--- src/rtl/qpsk_tx_shaper.sv ---
// QPSK single-rail transmit shaper: PRBS9 or external bit source, +/-1 mapping,
// x4 upsampling and 24-tap polyphase pulse shaping to a signed 8-bit sample stream.
module qpsk_tx_shaper #(
    parameter logic [191:0] COEF = {8'h00, 8'hfe, 8'hff, 8'h00, 8'h02, 8'h00, 8'hfb, 8'hf5,
                                    8'hf9, 8'h0a, 8'h25, 8'h3e, 8'h48, 8'h3e, 8'h25, 8'h0a,
                                    8'hf9, 8'hf5, 8'hfb, 8'h00, 8'h02, 8'h00, 8'hff, 8'hfe},
    parameter logic [8:0]   PRBS_SEED = 9'h1AA
) (
    input  logic       clk,
    input  logic       rst,
    input  logic       enable,
    input  logic       i_sel_prbs,
    input  logic       i_bit,
    output logic       o_bit_req,
    output logic       o_bit,
    output logic       o_bit_valid,
    output logic [7:0] o_tx
);

    localparam int unsigned N_PH   = 4;
    localparam int unsigned N_SYM  = 6;
    localparam int unsigned COEF_W = 8;
    localparam int unsigned ACC_W  = 11;
    localparam int unsigned OUT_W  = 8;
    localparam int unsigned PRBS_W = 9;
    localparam int unsigned CNT_W  = 2;
    localparam int unsigned COEF_MSB = N_SYM * N_PH * COEF_W - 1;

    // An all-zero seed would lock the LFSR, so substitute all-ones.
    localparam logic [PRBS_W-1:0] SEED = (PRBS_SEED == '0) ? PRBS_W'(9'h1FF) : PRBS_SEED;

    localparam logic signed [ACC_W-1:0] SAT_HI = ACC_W'(2 ** (OUT_W - 1) - 1);
    localparam logic signed [ACC_W-1:0] SAT_LO = ACC_W'(-(2 ** (OUT_W - 1)));

    // Coefficients regrouped as [symbol slot][phase]: tap index = 4*slot + phase.
    logic signed [COEF_W-1:0] coef_ph [N_SYM][N_PH];

    for (genvar k = 0; k < N_SYM; k++) begin : g_slot
        for (genvar p = 0; p < N_PH; p++) begin : g_phase
            assign coef_ph[k][p] = COEF[COEF_MSB - COEF_W * (N_PH * k + p) -: COEF_W];
        end
    end

    logic [CNT_W-1:0]  cnt_q, cnt_d;
    logic [PRBS_W-1:0] prbs_q, prbs_d;
    logic [N_SYM-1:0]  sym_q, sym_d;
    logic [N_SYM-1:0]  vld_q, vld_d;
    logic [OUT_W-1:0]  tx_q, tx_d;
    logic              bit_q, bit_d;
    logic              bit_valid_q, bit_valid_d;

    logic                    load_c;
    logic                    bit_src_c;
    logic signed [ACC_W-1:0] acc_c;

    assign load_c    = enable && (cnt_q == '0);
    assign bit_src_c = i_sel_prbs ? prbs_q[PRBS_W-1] : i_bit;

    // Next-state: phase counter, symbol shift register, PRBS and bit reference.
    always_comb begin
        cnt_d       = cnt_q;
        prbs_d      = prbs_q;
        sym_d       = sym_q;
        vld_d       = vld_q;
        bit_d       = bit_q;
        bit_valid_d = 1'b0;

        if (enable) begin
            cnt_d = cnt_q + CNT_W'(1);
        end

        if (load_c) begin
            sym_d       = {sym_q[N_SYM-2:0], bit_src_c};
            vld_d       = {vld_q[N_SYM-2:0], 1'b1};
            bit_d       = bit_src_c;
            bit_valid_d = 1'b1;
            if (i_sel_prbs) begin
                prbs_d = {prbs_q[PRBS_W-2:0], prbs_q[8] ^ prbs_q[4]};
            end
        end
    end

    // Polyphase FIR on the post-shift symbols: +/-coef per valid slot, no multipliers.
    always_comb begin
        acc_c = '0;
        for (int k = 0; k < N_SYM; k++) begin
            if (vld_d[k]) begin
                if (sym_d[k]) begin
                    acc_c = acc_c + ACC_W'(coef_ph[k][cnt_q]);
                end else begin
                    acc_c = acc_c - ACC_W'(coef_ph[k][cnt_q]);
                end
            end
        end
    end

    always_comb begin
        tx_d = tx_q;
        if (enable) begin
            if (acc_c > SAT_HI) begin
                tx_d = OUT_W'(SAT_HI);
            end else if (acc_c < SAT_LO) begin
                tx_d = OUT_W'(SAT_LO);
            end else begin
                tx_d = acc_c[OUT_W-1:0];
            end
        end
    end

    always_ff @(posedge clk) begin
        if (rst) begin
            cnt_q       <= '0;
            prbs_q      <= SEED;
            sym_q       <= '0;
            vld_q       <= '0;
            tx_q        <= '0;
            bit_q       <= 1'b0;
            bit_valid_q <= 1'b0;
        end else begin
            cnt_q       <= cnt_d;
            prbs_q      <= prbs_d;
            sym_q       <= sym_d;
            vld_q       <= vld_d;
            tx_q        <= tx_d;
            bit_q       <= bit_d;
            bit_valid_q <= bit_valid_d;
        end
    end

    assign o_bit_req   = enable & (cnt_q == '0) & ~i_sel_prbs;
    assign o_bit       = bit_q;
    assign o_bit_valid = bit_valid_q;
    assign o_tx        = tx_q;

endmodule

--- config.mk ---
export PLATFORM = sky130hd
export DESIGN_NAME = qpsk_tx_shaper
export DESIGN_NICKNAME = d
export VERILOG_FILES = /design/src/rtl/qpsk_tx_shaper.sv
export SDC_FILE = /design/constraint.sdc
export NUM_CORES = 1
export LEC_CHECK = 0
export BUFFER_PORTS_ARGS = -buffer_cell sky130_fd_sc_hd__buf_2
export CAP_MARGIN = 15
export CORE_MARGIN = 2
export CORE_UTILIZATION = 60
export DETAILED_ROUTE_END_ITERATION = 10
export GPL_TIMING_DRIVEN = 1
export PLACE_DENSITY_LB_ADDON = 0.3
export SLEW_MARGIN = 40
export SYNTH_ARGS = -nofsm -noshare
export SYNTH_HDL_FRONTEND = slang
export SYNTH_SLANG_ARGS = --single-unit
--- constraint.sdc ---
create_clock -name clk -period 12.5 [get_ports clk]
set_input_delay 0 -clock clk [delete_from_list [all_inputs] [get_ports clk]]
set_output_delay 0 -clock clk [all_outputs]
set_load 0.02 [all_outputs]
==> results of run 1 <==
## per-stage QoR
stage / area [µm²] / instances / utilization, % / power (µW)
global placement: 4910 / 726 / 63.9 / 536
finish: 5000 / 734 / 65.1 / 642
CTS: 5000 / 734 / 65.1 / 634
floorplan: 4750 / 623 / - / 472
detailed placement: 4910 / 726 / 63.9 / 554
global route: 5000 / 734 / 65.1 / 697
## cell type report
class | count | area [µm²]
fill | 680 | 2680
timing repair buffer | 20 | 113
inverter | 40 | 150
sequential | 33 | 661
tap | 102 | 128
clock buffer | 5 | 68.8
multi-input combinational | 531 | 3870
clock inverter | 3 | 17.5
## synth_stat cells, types with 3 or more instances
library cell	instances	area (µm²)
dfxtp_1	33	661
a21o_1	12	90.1
xor2_1	10	87.6
mux2i_1	25	250
o21a_1	6	45.0
nor2b_1	11	68.8
nand3b_1	5	37.5
maj3_1	3	30.0
nand3_1	5	25.0
o211ai_1	6	45.0
nand2b_1	6	37.5
or3_1	7	43.8
a31oi_1	5	31.3
or2_2	4	25.0
clkbuf_1	15	56.3
inv_1	38	143
a211oi_1	18	135
mux2_2	14	158
nand2_1	64	240
a21oi_1	42	210
xnor2_1	33	289
fa_1	5	100
nor2_1	69	259
and3_1	5	31.3
ha_1	54	676
a2111oi_0	3	26.3
o21bai_1	5	37.5
o21ai_0	42	210
and2_1	4	25.0
o31ai_1	7	52.6
nor3_1	11	55.1
o221ai_1	4	35.0
nor4_1	4	25.0
## worst max-delay path, delay by kind of cell, from the launching register on
family	cells	cell delay, ps
multiplexers	2	870
XOR/XNOR	8	1550
AO/OA/AOI/OAI	15	3430
buffers and inverters	3	390
flip-flops	1	430
AND/OR/NAND/NOR	8	1180
adder cells (fa/ha/maj)	7	2510
## final timing paths
| path | to | depth (start not counted) | from |
|---|---|---|---|
| max reg2reg | o_tx[6] | 43 | cnt_q[1] |
| max | o_tx[6] | 43 | cnt_q[1] |
| min | vld_q[1] | 2 | rst |
| min reg2reg | prbs_q[6] | 2 | prbs_q[5] |
## registers in the layout (all words and copies together), names as in the netlist
name         cells
sym_q            6
cnt_q            2
prbs_q           9
o_tx             8
o_bit            1
vld_q            6
o_bit_valid      1
## logic make-up (layout without fill, tap and decap cells)
group                    count (synthesis)  after routing  synth area share, %
multiplexers                            40             40                 8.90
AND/OR/NAND/NOR                        206            206                 20.6
flip-flops                              33             33                 13.9
XOR/XNOR                                44             44                 8.27
AO/OA/AOI/OAI                          179            179                 26.5
buffers and inverters                   59             68                 4.87
adder cells (fa/ha/maj)                 62             62                 17.0
## report_power, final
group	internal (µW)	total (µW)	switching [µW]	leakage (µW)
Combinational	180	439	260	0.00193
Sequential	115	122	7.09	0.000271
Clock	38.4	80.2	41.8	0.0000439
Total	333	642	309	0.00225
## metal layers
layer  global-route usage [%]  vias up  share of wire, %
li1                         -     2265                 -
met3                     1.13       13               4.8
met1                     37.9     2172                46
met5                        0        -                 0
met4                     7.23        0               1.5
met2                     51.0      155                48
==> flow_summary.toml, run 1 <==
[worst_setup_path]
end_kind = "register"
critical_path_class = "reg2reg"
cp_slowest_cell = "mux2i_1"
max_stage_delay_ps = 500
crit_fanout = 14
crit_required_ps = 12700
rrSetupSlack_ps = 2030
startpoint_type = "register"
path_common_cell = "ha_1"
cp.arrival_ps = 10670

[synthesis]
synth_warnings = 0
synthesis.area_um2 = 4750
async_flop_share_pct = 0
synthFlopType = "dfxtp_1"
ys_ff_latch = 33
synth_cell_types = 71
synth_seq_area_share_pct = 13.9
syn-num-nets = 687
synth_edf_count = 0
syn_avg_cell_area_um2 = 7.63
syn_inst = 623

[pwr]
power.leakage_uw = 0.00225
powerDensity_nw_per_um2 = 128
irDropWorstVdd_mv = 0.0505

[timing]
worst_slack_ps = 2030
relSlewSlack_pct = 48.0
period_share_pct = 83.8
rsz0062_at_grt = "false"
slew_viol_final = 0
hold_viol = 0
max_slew.worst_pin.slew_ps = 772
clock_skew_ps = 3.07
layout_min_cycle_time_ps = 10470
tns_ps = 0
setup_viol = 0
finalHoldWorstSlack_ps = 196
fmax_ghz = 0.0955

[layout]
fin_nets = 695
final_cell_mix = "nor2_1 (69), nand2_1 (64), ha_1 (54)"
drive_above_1_share_pct = 10.3
areaGrowthSynthToFinish_pct = 5.32
layout_commonest_cell = "nor2_1"
diodes = 0

[clock_network]
htreeDepth = 2
clock_sinks = 33
cts_buffer_depth = 2
cts_setup_buffers = 0
cts_buffers = 5
tritoncts = "built"
ctsHoldBuffers = 0
cts_resized = 0
clkTransAtPathRegs_ps = 70
cts-root-buf = "clkbuf_8"
insertion_delay_ps = 290

[die]
row_count = 32
die_area_um2 = 8650
start_util_pct = 61.8
io_pins = 16
die_h_um = 93.0
core_um2 = 7690
fp.dieW_um = 93.0

[drt]
postRouteAntennaNets = 0
wire_per_inst_um = 16.7
wirelength_um = 12200
via_per_inst = 6.27
drc = 0
vias = 4605
drt-initial-drc-count = 357
drtPass1Iterations = 7

[global_routing]
antenna_found_initial = 0
grt.overflow.total = 0
grt_pass1_vias = 4395
grt_usage_pct = 28.6
grt_pass1_wl_um = 20400
grt_max_degree = 34

[run_status]
status = "complete, no violations"

[place]
gp_congestion = 0.930
place_ws_ps = 2170
hpwlAfterDp_um = 9630
portBuffers = 15

[worst_hold_path]
hold_path.class = "in2reg"

[job]
cap_violations = 0
Power figures use the tool's default switching activity.
==> inputs of run 2 (changes only) <==
--- a/config.mk
+++ b/config.mk
@@ -8,7 +8,7 @@
 export BUFFER_PORTS_ARGS = -buffer_cell sky130_fd_sc_hd__buf_2
 export CAP_MARGIN = 15
 export CORE_MARGIN = 2
-export CORE_UTILIZATION = 60
+export CORE_UTILIZATION = 58
 export DETAILED_ROUTE_END_ITERATION = 10
 export GPL_TIMING_DRIVEN = 1
 export PLACE_DENSITY_LB_ADDON = 0.3
==> constraint.sdc (replaced) <==
create_clock -name clk -period 9.5 [get_ports clk]
set_input_delay 0 -clock clk [delete_from_list [all_inputs] [get_ports clk]]
set_output_delay 0 -clock clk [all_outputs]
set_load 0.02 [all_outputs]
==> run 2 against run 1 <==
Compared with the run above: total power is 47% higher; register-to-register slack worse by 1600 ps; sequential share of layout area is 0.74 points lower; count of clock-buffer cells in the layout stayed put; global-route usage is 0.45 points lower; clock power is 98% higher; flip-flop and latch count stayed put; critical path depth is 2 lower; design area is 6.2% higher; combinational power is 42% higher; critical endpoint unchanged; largest power group unchanged.
==> flow_summary.toml, run 2 (synthesized netlist as in run 1, its figures left out) <==
[global_routing]
grt_usage_pct = 28.1
grt.overflow.total = 0
grt_max_degree = 34
grt_pass1_wl_um = 20400
antenna_found_initial = 0
grt_pass1_vias = 4329

[pwr]
powerDensity_nw_per_um2 = 178
irDropWorstVdd_mv = 0.0659
power.leakage_uw = 0.00238

[layout]
drive_above_1_share_pct = 15.8
layout_commonest_cell = "nor2_1"
fin_nets = 714
fin_cells = 756
largest_register = "prbs_q"
nFillCells = 708
final_cell_mix = "nor2_1 (68), nand2_1 (64), ha_1 (52)"
largest_reg_flops = 9
areaGrowthSynthToFinish_pct = 11.8
diodes = 0

[timing]
period_share_pct = 95.0
relSlewSlack_pct = 46.4
slew_viol_final = 0
hold_viol = 0
finalHoldWorstSlack_ps = 143
clock_skew_ps = 9.97
layout_min_cycle_time_ps = 9030
max_slew.worst_pin.slew_ps = 782
fmax_ghz = 0.111
setup_viol = 0
tns_ps = 0

[run_status]
status = "complete, no violations"

[die]
row_count = 33
die_area_um2 = 8930
start_util_pct = 58.7
io_pins = 16
core_um2 = 8090
fp.dieW_um = 94.5
die_h_um = 94.5

[clock_network]
cts_buffers = 5
cts_buffer_depth = 2
cts-root-buf = "clkbuf_8"
insertion_delay_ps = 290
tritoncts = "built"
htreeDepth = 2
clkTransAtPathRegs_ps = 80
clock_sinks = 33
ctsHoldBuffers = 0

[worst_setup_path]
cp.arrival_ps = 9230
crit_required_ps = 9700
path_common_cell = "ha_1"
max_stage_delay_ps = 440
crit_fanout = 9
startpoint_type = "register"
critical_path_class = "reg2reg"
end_kind = "register"
cp_slowest_cell = "or4b_1"

[place]
dp.cells = 739
portBuffers = 15
gp_congestion = 0.928
hpwlAfterDp_um = 9840

[drt]
wire_per_inst_um = 17.0
vias = 4689
drc = 0
met2_wirelength_um = 6100
wl_met3_um = 710
wirelength_um = 12800
via_per_inst = 6.20
postRouteAntennaNets = 0
drt-initial-drc-count = 356
highest-signal-layer = "met4"
drtPass1Iterations = 5
wl_met1_um = 5760

[worst_hold_path]
hold_path.class = "in2reg"

[job]
cap_violations = 0
run 2: cell types whose count changed in the layout (fill, tap and decap cells not counted), sizes merged:
cell | before | now
clkinvlp | 1 | 0
clkinv | 4 | 3
bufinv | 0 | 2
buf | 20 | 39
run 2: layout make-up:
cell class / count / area, µm² / share of cell area (%)
Inverter: 40 / 153 / 2.87
Clock buffer: 5 / 68.8 / 1.30
Clock inverter: 3 / 65.1 / 1.22
Sequential cell: 33 / 662 / 12.5
Tap cell: 105 / 131 / 2.47
Multi-Input combinational cell: 531 / 3980 / 74.8
Timing Repair Buffer: 39 / 259 / 4.87
run 2: what timing repair did:
| action | CTS | global route |
|---|---|---|
| setup endpoints to repair | 7 | 8 |
| buffers inserted | 1 | 8 |
| pin swaps | 1 | 9 |
| resized for setup | 2 | 26 |
run 2: worst max-delay path, delay by kind of cell (launching register included):
family | cells | cell delay [ps]
buffers and inverters | 5 | 670
xor gates and xnor gates | 8 | 1300
DFF | 1 | 420
adders and majority gates | 7 | 2340
AOI/OAI and AO/OA | 12 | 2500
and+or+nand+nor | 9 | 1710
run 2: final timing paths:
| check | start | to | slack, ps | cells after the start |
|---|---|---|---|---|
| min | enable | vld_q[0] | 140 | 3 |
| min reg2reg | prbs_q[3] | prbs_q[4] | 460 | 2 |
| max reg2reg | cnt_q[0] | o_tx[6] | 470 | 41 |
| max | cnt_q[0] | o_tx[6] | 470 | 41 |
run 2: power by group:
| part | switching [µW] | internal, µW | leakage [µW] | total, µW |
|---|---|---|---|---|
| Sequential | 8.72 | 151 | 0.000271 | 160 |
| Combinational | 365 | 259 | 0.00204 | 625 |
| Clock | 54.5 | 104 | 0.0000681 | 159 |
| Total | 429 | 515 | 0.00238 | 943 |
run 2: routing by layer:
layer / global-route usage [%] / vias up
met1: 37.6 / 2205
met3: 3.27 / 22
met2: 47.4 / 164
met4: 8.45 / 0
li1: - / 2298
met5: 0 / -
run 2: through the flow:
step / setup slack, ps / power, µW / util, % / instance area (µm²)
CTS: 48.3 / 902 / 63.5 / 5140
detailed placement: -50.9 / 738 / 61.7 / 4990
global placement: 198 / 718 / 61.7 / 4990
global route: -100 / 1010 / 65.7 / 5310
floorplan: 376 / 621 / - / 4750
finish: 473 / 943 / 65.7 / 5310
